<file path="src/rtl/video_timing_gen.sv">
// Programmable raster timing generator: DE/HS/VS, pixel coordinates, SOF and frame count.
// Optional VTG_SHADOW_EN: timing inputs latched at frame boundaries instead of used live.
module video_timing_gen #(
    parameter int CW  = 12,
    parameter int FCW = 8
) (
    input  logic           I_clk,
    input  logic           I_rst_n,
    input  logic           I_en,
    input  logic [CW-1:0]  I_h_total,
    input  logic [CW-1:0]  I_h_sync,
    input  logic [CW-1:0]  I_h_bporch,
    input  logic [CW-1:0]  I_h_res,
    input  logic [CW-1:0]  I_v_total,
    input  logic [CW-1:0]  I_v_sync,
    input  logic [CW-1:0]  I_v_bporch,
    input  logic [CW-1:0]  I_v_res,
    input  logic           I_hs_pol,
    input  logic           I_vs_pol,
    output logic           O_de,
    output logic           O_hs,
    output logic           O_vs,
    output logic [CW-1:0]  O_x,
    output logic [CW-1:0]  O_y,
    output logic           O_sof,
    output logic [FCW-1:0] O_frame_cnt,
    output logic           O_cfg_err
);
    localparam int SW = CW + 2;

    logic [CW-1:0] a_h_total, a_h_sync, a_h_bporch, a_h_res;
    logic [CW-1:0] a_v_total, a_v_sync, a_v_bporch, a_v_res;
    logic          a_hs_pol, a_vs_pol;

    logic [CW-1:0] h_q, v_q, h_d, v_d;
    logic          cfg_err, run, h_last, v_last, frame_last;
    logic [SW-1:0] h_start, h_end, v_start, v_end, h_ext, v_ext;
    logic          h_act, v_act, hsync, vsync, sof_d;

`ifdef VTG_SHADOW_EN
    logic [CW-1:0] sh_h_total_q, sh_h_sync_q, sh_h_bporch_q, sh_h_res_q;
    logic [CW-1:0] sh_v_total_q, sh_v_sync_q, sh_v_bporch_q, sh_v_res_q;
    logic          sh_hs_pol_q, sh_vs_pol_q;
    logic          capture;

    assign capture = frame_last | ~I_en | cfg_err;

    always_ff @(posedge I_clk or negedge I_rst_n) begin
        if (!I_rst_n) begin
            sh_h_total_q  <= '0;
            sh_h_sync_q   <= '0;
            sh_h_bporch_q <= '0;
            sh_h_res_q    <= '0;
            sh_v_total_q  <= '0;
            sh_v_sync_q   <= '0;
            sh_v_bporch_q <= '0;
            sh_v_res_q    <= '0;
            sh_hs_pol_q   <= 1'b0;
            sh_vs_pol_q   <= 1'b0;
        end else if (capture) begin
            sh_h_total_q  <= I_h_total;
            sh_h_sync_q   <= I_h_sync;
            sh_h_bporch_q <= I_h_bporch;
            sh_h_res_q    <= I_h_res;
            sh_v_total_q  <= I_v_total;
            sh_v_sync_q   <= I_v_sync;
            sh_v_bporch_q <= I_v_bporch;
            sh_v_res_q    <= I_v_res;
            sh_hs_pol_q   <= I_hs_pol;
            sh_vs_pol_q   <= I_vs_pol;
        end
    end

    assign a_h_total  = sh_h_total_q;
    assign a_h_sync   = sh_h_sync_q;
    assign a_h_bporch = sh_h_bporch_q;
    assign a_h_res    = sh_h_res_q;
    assign a_v_total  = sh_v_total_q;
    assign a_v_sync   = sh_v_sync_q;
    assign a_v_bporch = sh_v_bporch_q;
    assign a_v_res    = sh_v_res_q;
    assign a_hs_pol   = sh_hs_pol_q;
    assign a_vs_pol   = sh_vs_pol_q;
`else
    assign a_h_total  = I_h_total;
    assign a_h_sync   = I_h_sync;
    assign a_h_bporch = I_h_bporch;
    assign a_h_res    = I_h_res;
    assign a_v_total  = I_v_total;
    assign a_v_sync   = I_v_sync;
    assign a_v_bporch = I_v_bporch;
    assign a_v_res    = I_v_res;
    assign a_hs_pol   = I_hs_pol;
    assign a_vs_pol   = I_vs_pol;
`endif

    // Widened sums so large settings cannot alias into a legal-looking total.
    assign h_start = {2'b00, a_h_sync} + {2'b00, a_h_bporch};
    assign v_start = {2'b00, a_v_sync} + {2'b00, a_v_bporch};
    assign h_end   = h_start + {2'b00, a_h_res};
    assign v_end   = v_start + {2'b00, a_v_res};
    assign h_ext   = {2'b00, h_q};
    assign v_ext   = {2'b00, v_q};

    assign cfg_err = (h_end > {2'b00, a_h_total}) | (v_end > {2'b00, a_v_total})
                   | (a_h_res == '0) | (a_v_res == '0)
                   | (a_h_sync == '0) | (a_v_sync == '0);
    assign run     = I_en & ~cfg_err;

    // >= rather than == so a counter stranded past a shrunken total wraps at once.
    assign h_last     = h_q >= a_h_total - 1'b1;
    assign v_last     = v_q >= a_v_total - 1'b1;
    assign frame_last = (h_q == a_h_total - 1'b1) & (v_q == a_v_total - 1'b1);

    assign h_act = (h_ext >= h_start) & (h_ext < h_end);
    assign v_act = (v_ext >= v_start) & (v_ext < v_end);
    assign hsync = h_q < a_h_sync;
    assign vsync = v_q < a_v_sync;
    assign sof_d = run & (h_q == '0) & (v_q == '0);

    always_comb begin
        h_d = h_q;
        v_d = v_q;
        if (cfg_err) begin
            h_d = '0;
            v_d = '0;
        end else if (I_en) begin
            if (h_last) begin
                h_d = '0;
                v_d = v_last ? '0 : v_q + 1'b1;
            end else begin
                h_d = h_q + 1'b1;
                if (v_q >= a_v_total) v_d = '0;
            end
        end
    end

    always_ff @(posedge I_clk or negedge I_rst_n) begin
        if (!I_rst_n) begin
            h_q         <= '0;
            v_q         <= '0;
            O_de        <= 1'b0;
            O_hs        <= 1'b0;
            O_vs        <= 1'b0;
            O_x         <= '0;
            O_y         <= '0;
            O_sof       <= 1'b0;
            O_frame_cnt <= '0;
            O_cfg_err   <= 1'b0;
        end else begin
            h_q         <= h_d;
            v_q         <= v_d;
            O_de        <= run & h_act & v_act;
            O_hs        <= run ? (hsync ~^ a_hs_pol) : ~a_hs_pol;
            O_vs        <= run ? (vsync ~^ a_vs_pol) : ~a_vs_pol;
            O_x         <= (run & h_act & v_act) ? h_q - h_start[CW-1:0] : '0;
            O_y         <= (run & h_act & v_act) ? v_q - v_start[CW-1:0] : '0;
            O_sof       <= sof_d;
            O_frame_cnt <= O_frame_cnt + FCW'(sof_d);
            O_cfg_err   <= cfg_err;
        end
    end
endmodule
</file>
<file path="config.mk">
export PLATFORM = sky130hd
export DESIGN_NAME = video_timing_gen
export DESIGN_NICKNAME = d
export VERILOG_FILES = /design/src/rtl/video_timing_gen.sv
export SDC_FILE = /design/constraint.sdc
export NUM_CORES = 1
export LEC_CHECK = 0
export ABC_AREA = 1
export CAP_MARGIN = 20
export CORE_MARGIN = 4
export CORE_UTILIZATION = 50
export DETAILED_ROUTE_END_ITERATION = 10
export HOLD_SLACK_MARGIN = 0.08
export PLACE_DENSITY = 0.87
export SLEW_MARGIN = 20
export SYNTH_ARGS = -nofsm -noshare
export SYNTH_HDL_FRONTEND = slang
export SYNTH_SLANG_ARGS = --single-unit
</file>
<file path="constraint.sdc">
create_clock -name I_clk -period 3.98 [get_ports I_clk]
set_input_delay 0.398 -clock I_clk [delete_from_list [all_inputs] [get_ports I_clk]]
set_output_delay 0.398 -clock I_clk [all_outputs]
set_load 0.005 [all_outputs]
</file>
==> flow_metrics.env <==
export IMPL_multi_input_area_um2=7546
export IMPL_dieArea_um2=20690
export IMPL_grt_overflow=0
export IMPL_grt_max_degree=37
export IMPL_synth_seq_cells=61
export IMPL_via_per_inst=5.588
export IMPL_grt_first_pass_wirelength_mm=49.64
export IMPL_synth_top_cell_by_area="ha_1"
export IMPL_peakVddDrop_mv=0.2322
export IMPL_avgSynthCellArea_um2=6.905
export IMPL_die_h_um=143.8
export IMPL_power_density_nw_per_um2=311.8
export IMPL_layout_min_cycle_time_ps=4813
export IMPL_vias=10752
export IMPL_synth_area_leaders="ha_1 25%, dfrtp_1 17%, nand2_1 12%"
export IMPL_netlist_area_um2=9225
export IMPL_nFillCells=1187
export IMPL_hold_violations=0
export IMPL_required_ps=4230
export IMPL_wire_per_inst_um=17.56
export IMPL_critPathSlowestCell="ha_4"
export IMPL_grtUsageTotal=0.2984
export IMPL_max_stage_delay_ps=330
export IMPL_maxCapViolCount=0
export IMPL_worstSetupPathType="in2reg"
export IMPL_die_w_um=143.8
export IMPL_synth_top_cell_area_share=0.2523
export IMPL_cts_sinks=61
export IMPL_final_setup_viol_count=61
export IMPL_max_slew_margin=0.4511
export IMPL_place_hpwl_mm=23.86
export IMPL_placed_cells=1871
export IMPL_synth_distinct_cells=42
export IMPL_rsz0062_at_grt="true"
export IMPL_drcViolationCount=0
export IMPL_fin_skew_ps=11.79
export IMPL_postRouteWirelength_mm=33.78
export IMPL_drive_gt1_frac=0.2342
export IMPL_antenna_cells=0
export IMPL_io_pins=138
export IMPL_leakage_uw=0.007237
export IMPL_portBuffers=137
export IMPL_synth_edf_count=0
export IMPL_clock_latency_ps=340
export IMPL_seqCellArea_um2=1526
export IMPL_endpoint_kind="register"
export IMPL_synthCells=1336
export IMPL_cts_tree="yes"
export IMPL_report_final_slew_viol_count=0
export IMPL_synthesis_nets=1629
export IMPL_worstMarginPinSlew_ps=823.4
export IMPL_postLayoutCoreUtil=0.7538
export IMPL_cts_buffer_depth=2
export IMPL_hp_class="in2async"
export IMPL_ys_seq_area_frac=0.1655
export IMPL_async_flop_share=1.000
export IMPL_area_growth_pct=47.28
export IMPL_finalNetCount=1984
export IMPL_dr_pass1_iters=5
export IMPL_grt_pass1_vias=10751
export IMPL_dp_worst_setup_slack_ps=-1495
export IMPL_violations="setup timing"
export IMPL_fmax_mhz=207.8
export IMPL_cts_buffers_inserted=9
export IMPL_layout_setup_ws_ps=-833.4
export IMPL_timing_final_crit_share=1.209
export IMPL_hold_worst_slack_ps=153.7
export IMPL_cpMostUsedCell="nand2_1"
export IMPL_cts_root_buf="clkbuf_16"
export IMPL_cts_hold_fix_buffers=0
export IMPL_cp_arrival_ps=5060
export IMPL_drtIter0Drc=840
export IMPL_grt_antenna_before_repair=1
export IMPL_worstSetupStartpointType="input pin"
export IMPL_layout_commonest_cell="nand2_1"
export IMPL_route_antenna_remaining_nets=0
export IMPL_status="finished with violations"
export IMPL_total_power_uw=4237
export IMPL_gp_congestion=0.9437
export IMPL_initial_utilization=0.5118
export IMPL_final_cell_mix="270 x nand2_1, 213 x inv_1, 197 x buf_4"
export IMPL_yosysWarnings=0
export IMPL_core_area_um2=18020
export IMPL_clkTransAtPathRegs_ps=60
export IMPL_synth_main_ff_cell="dfrtp_1"
export IMPL_stdcell_count=1924
export IMPL_rows=49
export IMPL_critical_path_max_fanout=5
export IMPL_h_tree_depth=3
## final timing paths
check	slack, ps	to	cells after the start	start
setup / recovery	-830	O_frame_cnt[6]$_DFF_PN0_	31	I_v_sync[3]
hold / removal	150	O_y[6]$_DFF_PN0_	1	I_rst_n
setup reg to reg	1090	O_x[1]$_DFF_PN0_	12	v_q[3]$_DFFE_PN0P_
hold reg to reg	550	h_q[0]$_DFFE_PN0P_	1	h_q[0]$_DFFE_PN0P_
max in group asynchronous	2930	v_q[2]$_DFFE_PN0P_	2	I_rst_n
min in group I_clk	550	h_q[0]$_DFFE_PN0P_	1	h_q[0]$_DFFE_PN0P_
## worst max-delay path: cells and delay by family
kind	cells	cell delay, ps
fa+ha+maj	5	1300
simple gates	15	1460
xor+xnor	3	630
compound gates	3	500
buf+inv	5	740
## layer usage
layer | GRT usage | wire length (um) | share of wire
met5 | 0 | 20 | 0.00059
met4 | 0.1635 | 1985 | 0.059
met3 | 0.03827 | 2628 | 0.078
met2 | 0.5360 | 16540 | 0.49
met1 | 0.3411 | 12600 | 0.37
## synthesized netlist by cell type, types with 5 or more instances
| cell type | number |
|---|---|
| nor2_2 | 21 |
| o211ai_1 | 7 |
| nor2_1 | 130 |
| nand3_1 | 74 |
| o21bai_1 | 11 |
| nand2_2 | 6 |
| nand4_1 | 19 |
| inv_1 | 224 |
| fa_1 | 6 |
| ha_1 | 186 |
| dfrtp_1 | 61 |
| nand2_1 | 289 |
| xor2_1 | 66 |
| a21oi_1 | 104 |
| xnor2_1 | 31 |
| nor3_1 | 20 |
| o21ai_0 | 31 |
| buf_6 | 5 |
## logic make-up (layout without fill, tap and decap cells)
group,count (synthesis),in the layout,synth area share
AND/OR/NAND/NOR,576,576,0.2699
buffers and inverters,234,593,0.09996
adder cells (fa/ha/maj),192,192,0.2653
AO/OA/AOI/OAI,176,176,0.1073
XOR/XNOR,97,97,0.09209
flip-flops,61,61,0.1655
## cell type report
type,instances,area share
multi-input cells,1041,0.5554
repair buffers,352,0.2263
flip-flops and latches,61,0.1123
inverters,226,0.06280
well taps,229,0.02109
clock buffers,11,0.01860
clock inverters,4,0.003499
## timing repair
action,CTS,global route
pin swaps,76,39
setup buffers,21,15
endpoints found under the setup margin,61,61
resized for setup,143,61
cloned,2,1
## metrics by stage
step,area [um^2],setup TNS (ps)
floorplan,9360,-9397
global placement,12280,-59300
detailed placement,12280,-71960
CTS,13250,-23720
global route,13590,-51320
finish,13590,-36650
## state kept, by name, indices dropped and copies added (netlist names)
register	count
O_cfg_err	1
h_q	12
O_de	1
O_y	12
v_q	12
O_hs	1
O_vs	1
O_frame_cnt	8
O_sof	1
O_x	12
## power by group
group	total, uW	leakage (uW)	internal [uW]	switching [uW]
combinational	2740	0.00627	1330	1410
sequential	684	0.000824	644	40.5
clock	810	0.000147	513	297
No activity file was read; power rests on OpenSTA's default activity.
